### src/rtl/lcd_msg_ctrl_pkg.sv
// Shared constants, init sequence and state encodings for the HD44780 message controller.
package lcd_pkg;

  localparam int INIT_LEN = 6;
  // Element 0 is issued first: function set x3, display on, clear, entry mode.
  localparam logic [INIT_LEN-1:0][7:0] INIT_CMDS = {8'h06, 8'h01, 8'h0C, 8'h38, 8'h38, 8'h38};

  localparam logic [7:0] LCD_CMD_CLEAR = 8'h01;
  localparam logic [7:0] LCD_ADDR_ROW0 = 8'h80;
  localparam logic [7:0] LCD_ADDR_ROW1 = 8'hC0;
  localparam logic [7:0] ASCII_SPACE   = 8'h20;

  localparam int LCD_COLS  = 16;
  localparam int LCD_ROWS  = 2;
  localparam int FRAME_LEN = LCD_ROWS * (LCD_COLS + 1);

  typedef enum logic [1:0] {TOP_PWRUP, TOP_INIT, TOP_FRAME, TOP_IDLE} top_state_e;
  typedef enum logic [1:0] {BYTE_SETUP, BYTE_EN_HI, BYTE_WAIT} byte_state_e;

  function automatic int max2(input int a, input int b);
    return (a > b) ? a : b;
  endfunction

endpackage

### src/rtl/lcd_msg_ctrl_rom.sv
// Canned status text; unknown message indices read back as blank rows.
module lcd_msg_rom
  import lcd_pkg::*;
#(
  parameter int NUM_MSG = 5,
  parameter int MSG_W   = 3
) (
  input  logic [MSG_W-1:0] msg_i,
  input  logic             row_i,
  input  logic [3:0]       col_i,
  output logic [7:0]       char_o
);

  localparam logic [8*LCD_COLS-1:0] TXT_HUM_OK  = " HUMEDAD: OK    ";
  localparam logic [8*LCD_COLS-1:0] TXT_HUM_LOW = " HUMEDAD: LOW   ";
  localparam logic [8*LCD_COLS-1:0] TXT_LUZ_OK  = " LUZ: OK        ";
  localparam logic [8*LCD_COLS-1:0] TXT_LUZ_LOW = " LUZ: LOW       ";
  localparam logic [8*LCD_COLS-1:0] TXT_WARN    = "     WARNING    ";
  localparam logic [8*LCD_COLS-1:0] TXT_BANG    = "      !!!!      ";
  localparam logic [8*LCD_COLS-1:0] TXT_BLANK   = {LCD_COLS{ASCII_SPACE}};

  logic [8*LCD_COLS-1:0] line;

  always_comb begin
    line = TXT_BLANK;
    if (int'(msg_i) < NUM_MSG) begin
      case (int'(msg_i))
        0:       line = row_i ? TXT_LUZ_OK  : TXT_HUM_OK;
        1:       line = row_i ? TXT_LUZ_LOW : TXT_HUM_OK;
        2:       line = row_i ? TXT_LUZ_OK  : TXT_HUM_LOW;
        3:       line = row_i ? TXT_LUZ_LOW : TXT_HUM_LOW;
        4:       line = row_i ? TXT_BANG    : TXT_WARN;
        default: line = TXT_BLANK;
      endcase
    end
    // Column 0 is the leftmost character, i.e. the most significant byte.
    char_o = line[8*(LCD_COLS-1-int'(col_i)) +: 8];
  end

endmodule

### src/rtl/lcd_msg_ctrl.sv
// HD44780 2x16 controller: power-up wait, init sequence, then redraws the selected
// message only when the selection changes or a refresh is requested.
module lcd_msg_ctrl
  import lcd_pkg::*;
#(
  parameter int NUM_MSG   = 5,
  parameter int PWRUP_CYC = 750000,
  parameter int EN_CYC    = 25,
  parameter int CMD_CYC   = 2500,
  parameter int CLR_CYC   = 100000,
  localparam int MSG_W    = (NUM_MSG > 1) ? $clog2(NUM_MSG) : 1
) (
  input  logic             iCLK,
  input  logic             iRST,
  input  logic [MSG_W-1:0] iMSG,
  input  logic             iREFRESH,
  output logic [7:0]       LCD_DATA,
  output logic             LCD_RS,
  output logic             LCD_RW,
  output logic             LCD_EN,
  output logic             oBUSY,
  output logic             oFRAME_DONE
);

  localparam int MAX_CYC = max2(max2(PWRUP_CYC, EN_CYC), max2(CMD_CYC, CLR_CYC));
  localparam int CNT_W   = max2(1, $clog2(MAX_CYC));

  top_state_e        top_q, top_d;
  byte_state_e       bst_q, bst_d;
  logic [CNT_W-1:0]  cnt_q, cnt_d;
  logic [5:0]        idx_q, idx_d;
  logic [MSG_W-1:0]  shown_q, shown_d;
  logic              pend_q, pend_d;
  logic [7:0]        data_q, data_d;
  logic              rs_q, rs_d, en_q, en_d, done_q, done_d, busy_q, busy_d;

  logic [5:0]        nidx;
  logic              rom_row;
  logic [3:0]        rom_col;
  logic [7:0]        rom_char;
  logic [8:0]        next_byte;
  logic [CNT_W-1:0]  wait_last;
  logic              last_byte, frame_start, post_init;

  assign nidx    = idx_q + 6'd1;
  assign rom_row = (nidx > 6'(LCD_COLS + 1));
  assign rom_col = 4'(nidx - (rom_row ? 6'(LCD_COLS + 2) : 6'd1));

  lcd_msg_rom #(.NUM_MSG(NUM_MSG), .MSG_W(MSG_W)) u_rom (
    .msg_i  (shown_q),
    .row_i  (rom_row),
    .col_i  (rom_col),
    .char_o (rom_char)
  );

  assign next_byte   = (top_q == TOP_INIT)             ? {1'b0, INIT_CMDS[nidx[2:0]]} :
                       (nidx == 6'(LCD_COLS + 1))      ? {1'b0, LCD_ADDR_ROW1} :
                                                         {1'b1, rom_char};
  assign wait_last   = (!rs_q && data_q == LCD_CMD_CLEAR) ? CNT_W'(CLR_CYC - 1) : CNT_W'(CMD_CYC - 1);
  assign last_byte   = (top_q == TOP_INIT) ? (idx_q == 6'(INIT_LEN - 1)) : (idx_q == 6'(FRAME_LEN - 1));
  assign frame_start = (top_q == TOP_FRAME) && (bst_q == BYTE_SETUP) && (idx_q == 6'd0);
  assign post_init   = (top_q == TOP_FRAME) || (top_q == TOP_IDLE);

  always_comb begin
    top_d   = top_q;
    bst_d   = bst_q;
    cnt_d   = cnt_q;
    idx_d   = idx_q;
    shown_d = shown_q;
    pend_d  = pend_q;
    data_d  = data_q;
    rs_d    = rs_q;
    en_d    = en_q;
    done_d  = 1'b0;
    busy_d  = !(top_q == TOP_IDLE && !pend_q);

    // The frame latches its message here, so later changes only queue a follow-up frame.
    if (frame_start) begin
      shown_d = iMSG;
      pend_d  = iREFRESH;
    end else if (iREFRESH || (post_init && iMSG != shown_q)) begin
      pend_d = 1'b1;
    end

    case (top_q)
      TOP_PWRUP: begin
        cnt_d = cnt_q + 1'b1;
        if (cnt_q == CNT_W'(PWRUP_CYC - 1)) begin
          top_d  = TOP_INIT;
          bst_d  = BYTE_SETUP;
          cnt_d  = '0;
          idx_d  = '0;
          rs_d   = 1'b0;
          data_d = INIT_CMDS[0];
        end
      end
      TOP_IDLE: begin
        if (pend_q) begin
          top_d  = TOP_FRAME;
          bst_d  = BYTE_SETUP;
          cnt_d  = '0;
          idx_d  = '0;
          rs_d   = 1'b0;
          data_d = LCD_ADDR_ROW0;
        end
      end
      default: begin
        case (bst_q)
          BYTE_SETUP: begin
            bst_d = BYTE_EN_HI;
            en_d  = 1'b1;
            cnt_d = '0;
          end
          BYTE_EN_HI: begin
            cnt_d = cnt_q + 1'b1;
            if (cnt_q == CNT_W'(EN_CYC - 1)) begin
              en_d  = 1'b0;
              bst_d = BYTE_WAIT;
              cnt_d = '0;
            end
          end
          default: begin
            cnt_d = cnt_q + 1'b1;
            if (cnt_q == wait_last) begin
              cnt_d = '0;
              if (!last_byte) begin
                idx_d          = nidx;
                bst_d          = BYTE_SETUP;
                {rs_d, data_d} = next_byte;
              end else if (top_q == TOP_INIT) begin
                top_d  = TOP_FRAME;
                bst_d  = BYTE_SETUP;
                idx_d  = '0;
                rs_d   = 1'b0;
                data_d = LCD_ADDR_ROW0;
              end else begin
                top_d  = TOP_IDLE;
                done_d = 1'b1;
              end
            end
          end
        endcase
      end
    endcase
  end

  always_ff @(posedge iCLK or posedge iRST) begin
    if (iRST) begin
      top_q   <= TOP_PWRUP;
      bst_q   <= BYTE_SETUP;
      cnt_q   <= '0;
      idx_q   <= '0;
      shown_q <= '0;
      pend_q  <= 1'b1;
      data_q  <= 8'h00;
      rs_q    <= 1'b0;
      en_q    <= 1'b0;
      done_q  <= 1'b0;
      busy_q  <= 1'b1;
    end else begin
      top_q   <= top_d;
      bst_q   <= bst_d;
      cnt_q   <= cnt_d;
      idx_q   <= idx_d;
      shown_q <= shown_d;
      pend_q  <= pend_d;
      data_q  <= data_d;
      rs_q    <= rs_d;
      en_q    <= en_d;
      done_q  <= done_d;
      busy_q  <= busy_d;
    end
  end

  assign LCD_DATA    = data_q;
  assign LCD_RS      = rs_q;
  assign LCD_RW      = 1'b0;
  assign LCD_EN      = en_q;
  assign oBUSY       = busy_q;
  assign oFRAME_DONE = done_q;

endmodule

### config.mk
export PLATFORM = sky130hd
export DESIGN_NAME = lcd_msg_ctrl
export DESIGN_NICKNAME = d
export VERILOG_FILES = /design/src/rtl/lcd_msg_ctrl_pkg.sv /design/src/rtl/lcd_msg_ctrl_rom.sv /design/src/rtl/lcd_msg_ctrl.sv
export SDC_FILE = /design/constraint.sdc
export NUM_CORES = 1
export LEC_CHECK = 0
export ABC_CLOCK_PERIOD_IN_PS = 9500
export CAP_MARGIN = 40
export CORE_UTILIZATION = 30
export CTS_BUF_LIST = sky130_fd_sc_hd__clkbuf_4 sky130_fd_sc_hd__clkbuf_8 sky130_fd_sc_hd__clkbuf_16
export DETAILED_ROUTE_END_ITERATION = 10
export GPL_TIMING_DRIVEN = 0
export SYNTH_ARGS = -nofsm -noshare
export SYNTH_HDL_FRONTEND = slang
export SYNTH_SLANG_ARGS = --single-unit
### constraint.sdc
create_clock -name iCLK -period 9.5 [get_ports iCLK]
set_clock_uncertainty 0.15 [all_clocks]
set_input_delay 1.9 -clock iCLK [delete_from_list [all_inputs] [get_ports iCLK]]
set_output_delay 1.9 -clock iCLK [all_outputs]
set_load 0.03 [all_outputs]
==> results of run 1 <==
==> cells by family after synthesis <==
kind of cell,after synthesis,synth area share
xor+xnor,17,0.0421
compound gates,118,0.233
flops,46,0.311
fa+ha+maj,15,0.0526
buf+inv,54,0.0637
simple gates,166,0.242
mux,19,0.0539
other cells,1,0.00101
==> per-stage QoR <==
step | std cells | area, um2
CTS | 609 | 4240
finish | 609 | 4240
floorplan | 436 | 3710
global route | 609 | 4240
global placement | 600 | 4070
detailed placement | 601 | 4090
==> flip-flops by register name, indices dropped and copies added, names as in the netlist <==
name,flops
idx_q,6
oFRAME_DONE,1
shown_q,3
LCD_RS,1
bst_q,2
cnt_q,20
pend_q,1
LCD_DATA,8
top_q,2
LCD_EN,1
oBUSY,1
==> worst paths after layout <==
check	endpoint	slack [ns]	cells past startpoint
worst max-delay path	LCD_DATA[1]$_DFFE_PP0P_	4.69	14
worst min-delay path	LCD_EN$_DFFE_PP0P_	0.38	2
worst max register to register	LCD_DATA[1]$_DFFE_PP0P_	4.69	14
worst min register to register	LCD_EN$_DFFE_PP0P_	0.38	2
max in group asynchronous	pend_q$_DFFE_PP1P_	6.83	3
min in group asynchronous	cnt_q[16]$_DFFE_PP0P_	1.80	2
==> where the power goes <==
part	switching (mW)	internal, mW
Combinational	0.0109	0.00642
Clock	0.0738	0.107
Sequential	0.000515	0.197
Total	0.0852	0.310
==> cells in the mapped netlist (8+ instances only) <==
| cell | instances |
|---|---|
| nor3_1 | 9 |
| a21oi_1 | 21 |
| nor4_1 | 10 |
| inv_1 | 25 |
| and3_1 | 10 |
| o31ai_1 | 11 |
| o21ai_0 | 28 |
| mux2i_1 | 11 |
| nand2_1 | 36 |
| ha_1 | 14 |
| xnor2_1 | 9 |
| nand3_1 | 20 |
| clkbuf_1 | 18 |
| nand4_1 | 8 |
| dfrtp_1 | 44 |
| nor2_1 | 33 |
==> area by class of cell <==
type                    count  share of cell area
inverters                  26              0.0230
clock inverters             1             0.00118
multi-input cells         336               0.548
well taps                 147              0.0434
clock buffers               7              0.0346
flip-flops and latches     46               0.272
plain buffers              28              0.0328
repair buffers             18              0.0449
==> layer usage <==
layer	share of wire	up-vias	GRT usage	wire [um]
li1	-	1659	-	-
met1	0.48	1667	0.230	4840
met2	0.43	133	0.236	4310
met3	0.061	17	0.0300	612
met4	0.022	0	0.0632	223
met5	0	-	0	0
==> critical path, delay by kind of cell, from the launching register on <==
kind                     cells  cell delay [ns]
flip-flops                   1             0.56
AO/OA/AOI/OAI                5             1.32
buffers and inverters        3             0.92
adder cells (fa/ha/maj)      3             1.14
AND/OR/NAND/NOR              3             0.61
==> results.cfg, run 1 <==
[pwr]
power_mw = 0.395
ir_worst_vdd_uv = 65.0
power.leakage_nw = 1.71
p_per_area_nw_per_um2 = 93.4

[setup_path]
regToRegStartpoint = idx_q[0]$_DFFE_PP0P_
cp_cell_sequence = ha_1 -> nand3_2 -> or3_4 -> a32oi_4 -> nor2_2 -> buf_6 -> ha_1 -> fa_1 -> clkbuf_1 -> buf_1 -> o21ai_0 -> a2111oi_0 -> a211oi_1 -> o31ai_1
start_kind = flop
worst_path_most_repeated_cell = ha_1
cp_max_fo = 11
critPathCaptureType = flop
cp.arrival_ns = 4.84
cp_slowest_cell = fa_1
cp_data_required_time_ns = 9.54
slowest_delay_ns = 0.57
crit_path_start = idx_q[0]$_DFFE_PP0P_
critPathKind = flop to flop

[detailed_routing]
drc = 0
vias_per_cell = 5.71
via_count = 3476
drt_iter0_drc = 327
wirelength_um = 9980
first_pass_iters = 5
wl_per_cell_um = 16.4
ant_nets = 0

[timing]
hold_violations = 0
whs_ns = 0.375
grt_setup_unrepaired = false
fmax_ghz = 0.208
period_share = 0.506
period_minus_slack_ns = 4.81
tns_ns = 0
maxSlewViolCount = 0
slew_headroom = 0.460
worst_slack_ns = 4.69
setup_viol = 0
tightest_slew_ns = 0.804

[logic_synthesis]
seq_area_frac_synth = 0.311
syn-num-nets = 457
ys_warn_count = 0
ys_async_sr_fraction = 1.00
synth-edff-count = 0
yosys.area.top_type = dfrtp_1
synth_area_leaders = dfrtp_1 (30%), ha_1 (4.7%), o21ai_0 (3.8%), nand2_1 (3.6%), nor2_1 (3.3%)
syn_area_per_cell_um2 = 8.51
synth_cells = 436
synth_area_um2 = 3710
ys_ff_latch = 46
ys_types = 75
synth_top_area_share = 0.297
synthFlopType = dfrtp_1

[run_status]
status = complete, no violations

[layout]
multi_input_area_um2 = 2320
final_cell_mix = dfrtp_1 (44), nand2_1 (36), nor2_1 (33)
layout-drive-gt1-share = 0.0844
area_growth_pct = 14.2
layout_commonest_cell = dfrtp_1
nFillCells = 1250
regArea_um2 = 1150
n_antenna_cell = 0
fin_util = 0.353
fin_nets = 482

[floorplan]
row_count = 40
die_width_um = 113
core_um2 = 12000
boundaryPins = 19
dieArea_um2 = 12800
die_y_um = 113
initial_core_util = 0.309

[clocking]
cts_hold_buf = 0
cts_resized = 0
h-tree-depth = 2
worstSkewPairLatency_ns = 0.29
cts_setup_buffers = 0
cts_tree = done
path_clk_slew_ns = 0.06
cts.sinks = 46
cts_buffer_depth = 2
clock_tree.root_cell = clkbuf_16
cts_buffers = 5

[placed_design]
hpwl_um = 7460
place_congestion = 0.940
place_ws_ns = 4.79
io_buffer_count = 17

[min_path]
hp-class = flop to flop
hold_start = LCD_EN$_DFFE_PP0P_

[global_routing]
grt_remaining_overflow = 0
grt_pass1_vias = 3306
grt_max_degree = 29
track_usage = 0.160
antenna_found_initial = 0
grt_pass1_wl_um = 16600

[job]
drv_cap = 0
No activity file was read; power rests on OpenSTA's default activity.
==> run 2, diff against run 1 <==
- ABC_CLOCK_PERIOD_IN_PS: 9500 -> 4400
- clock period: 9.5 -> 4.4 ns (I/O delays scaled with it)
==> results.cfg, run 2 (synthesized netlist as in run 1, its figures left out) <==
[layout]
fin_nets = 482
n_antenna_cell = 0
layout_commonest_cell = dfrtp_1
area_growth_pct = 14.9
fin_area_um2 = 4270
largest_register_ffs = 20
fin_util = 0.355
final_cell_mix = dfrtp_1 (42), nand2_1 (36), nor2_1 (33)
layout-drive-gt1-share = 0.104
largest_register = cnt_q

[placed_design]
place_congestion = 0.940
dpl_cell_area_um2 = 4090
io_buffer_count = 17
place_ws_ns = -0.313
hpwl_um = 7460

[pwr]
power_mw = 0.854
p_per_area_nw_per_um2 = 200
power.leakage_nw = 1.71
ir_worst_vdd_uv = 140

[global_routing]
track_usage = 0.160
grt_remaining_overflow = 0
grt_max_degree = 29
antenna_found_initial = 0
grt_pass1_vias = 3290
grt_pass1_wl_um = 16600

[detailed_routing]
wirelength_um = 9990
drt_iter0_drc = 280
ant_nets = 0
wl_per_cell_um = 16.4
vias_per_cell = 5.76
first_pass_iters = 5
drc = 0
via_count = 3509

[floorplan]
core_um2 = 12000
boundaryPins = 19
dieArea_um2 = 12800
die_y_um = 113
die_width_um = 113
row_count = 40
initial_core_util = 0.309

[timing]
grt_setup_unrepaired = false
tightest_slew_ns = 0.671
setup_viol = 0
hold_violations = 0
period_share = 0.919
worst_slack_ns = 0.358
period_minus_slack_ns = 4.04
slew_headroom = 0.549
fmax_ghz = 0.247
maxSlewViolCount = 0

[clocking]
h-tree-depth = 2
clock_tree.root_cell = clkbuf_16
cts_buffer_depth = 2
path_clk_slew_ns = 0.06
cts_buffers = 5
cts_tree = done
cts.sinks = 46
worstSkewPairLatency_ns = 0.28

[min_path]
hold_start = LCD_EN$_DFFE_PP0P_
hp-class = flop to flop

[setup_path]
critPathBufInv = 2
cp.arrival_ns = 4.08
cp_cell_sequence = ha_2 -> nand3_2 -> or3_4 -> a32oi_4 -> nor2_2 -> buf_6 -> ha_1 -> fa_2 -> buf_2 -> o21ai_0 -> a2111oi_0 -> a211oi_1 -> o31ai_1
slowest_delay_ns = 0.68
start_kind = flop
crit_path_start = idx_q[0]$_DFFE_PP0P_
regToRegStartpoint = idx_q[0]$_DFFE_PP0P_
cp_max_fo = 11
cp_slowest_cell = fa_2
cp_data_required_time_ns = 4.44
critPathKind = flop to flop
critPathCaptureType = flop
crit_family = adder cells
r2r_slack_ns = 0.36

[job]
drv_cap = 0

[run_status]
status = complete, no violations
[run 2: path summary, 6_finish.rpt]
| check | to | cells past startpoint |
|---|---|---|
| max in group asynchronous | pend_q$_DFFE_PP1P_ | 3 |
| setup / recovery | LCD_DATA[1]$_DFFE_PP0P_ | 13 |
| min in group asynchronous | cnt_q[16]$_DFFE_PP0P_ | 2 |
| setup reg to reg | LCD_DATA[1]$_DFFE_PP0P_ | 13 |
| hold / removal | LCD_EN$_DFFE_PP0P_ | 2 |
| hold reg to reg | LCD_EN$_DFFE_PP0P_ | 2 |
[run 2: metal layers]
| layer | vias to the layer above | global-route usage | share of wire |
|---|---|---|---|
| met5 | - | 0 | 0 |
| met4 | 0 | 0.0632 | 0.023 |
| met3 | 19 | 0.0279 | 0.060 |
| met2 | 145 | 0.236 | 0.44 |
| met1 | 1683 | 0.231 | 0.48 |
| li1 | 1662 | - | - |
[run 2: stage by stage]
| stage | cells | setup TNS [ns] | hold WS (ns) |
|---|---|---|---|
| 3_5_place_dp | 601 | -1.14 | 0.379 |
| 4_1_cts | 608 | 0 | 0.393 |
| 3_3_place_gp | 600 | -1.27 | 0.383 |
| 6_report | 609 | 0 | 0.376 |
| 5_1_grt | 609 | 0 | 0.422 |
| 2_1_floorplan | 436 | 0 | 0.349 |
[run 2: worst reg2reg max path: stages (launching register included)]
cell and delay, ns:
dfrtp_2 0.48, ha_2 0.29, nand3_2 0.14, or3_4 0.37
a32oi_4 0.19, nor2_2 0.07, buf_6 0.16, ha_1 0.22
fa_2 0.68, buf_2 0.27, o21ai_0 0.12, a2111oi_0 0.47
a211oi_1 0.10, o31ai_1 0.23
[run 2: what timing repair did]
action                                  in CTS  in global routing
gates resized for setup                      5                  3
pin swaps                                    0                  1
setup buffers                                0                  1
hold buffers                                 0                  0
endpoints found under the setup margin       7                  7
[run 2: cell type report]
cell class / count / area (um2)
multi-input combinational: 336 / 2340
clock buffer: 7 / 146
buffer: 27 / 138
tap: 147 / 184
sequential: 46 / 1160
clock inverter: 1 / 5.00
inverter: 26 / 97.6
fill: 1252 / 7750
timing repair buffer: 19 / 198
[run 2: where the power goes]
| part | switching (mW) | total [mW] | internal [mW] |
|---|---|---|---|
| registers | 0.00117 | 0.425 | 0.424 |
| clock network | 0.159 | 0.391 | 0.232 |
| logic | 0.0236 | 0.0374 | 0.0139 |
==> run 3, diff against run 2 <==
- TNS_END_PERCENT: unset -> 100
==> results of run 3 <==
Final layout, timing and power as in run 2 (identical DEF).
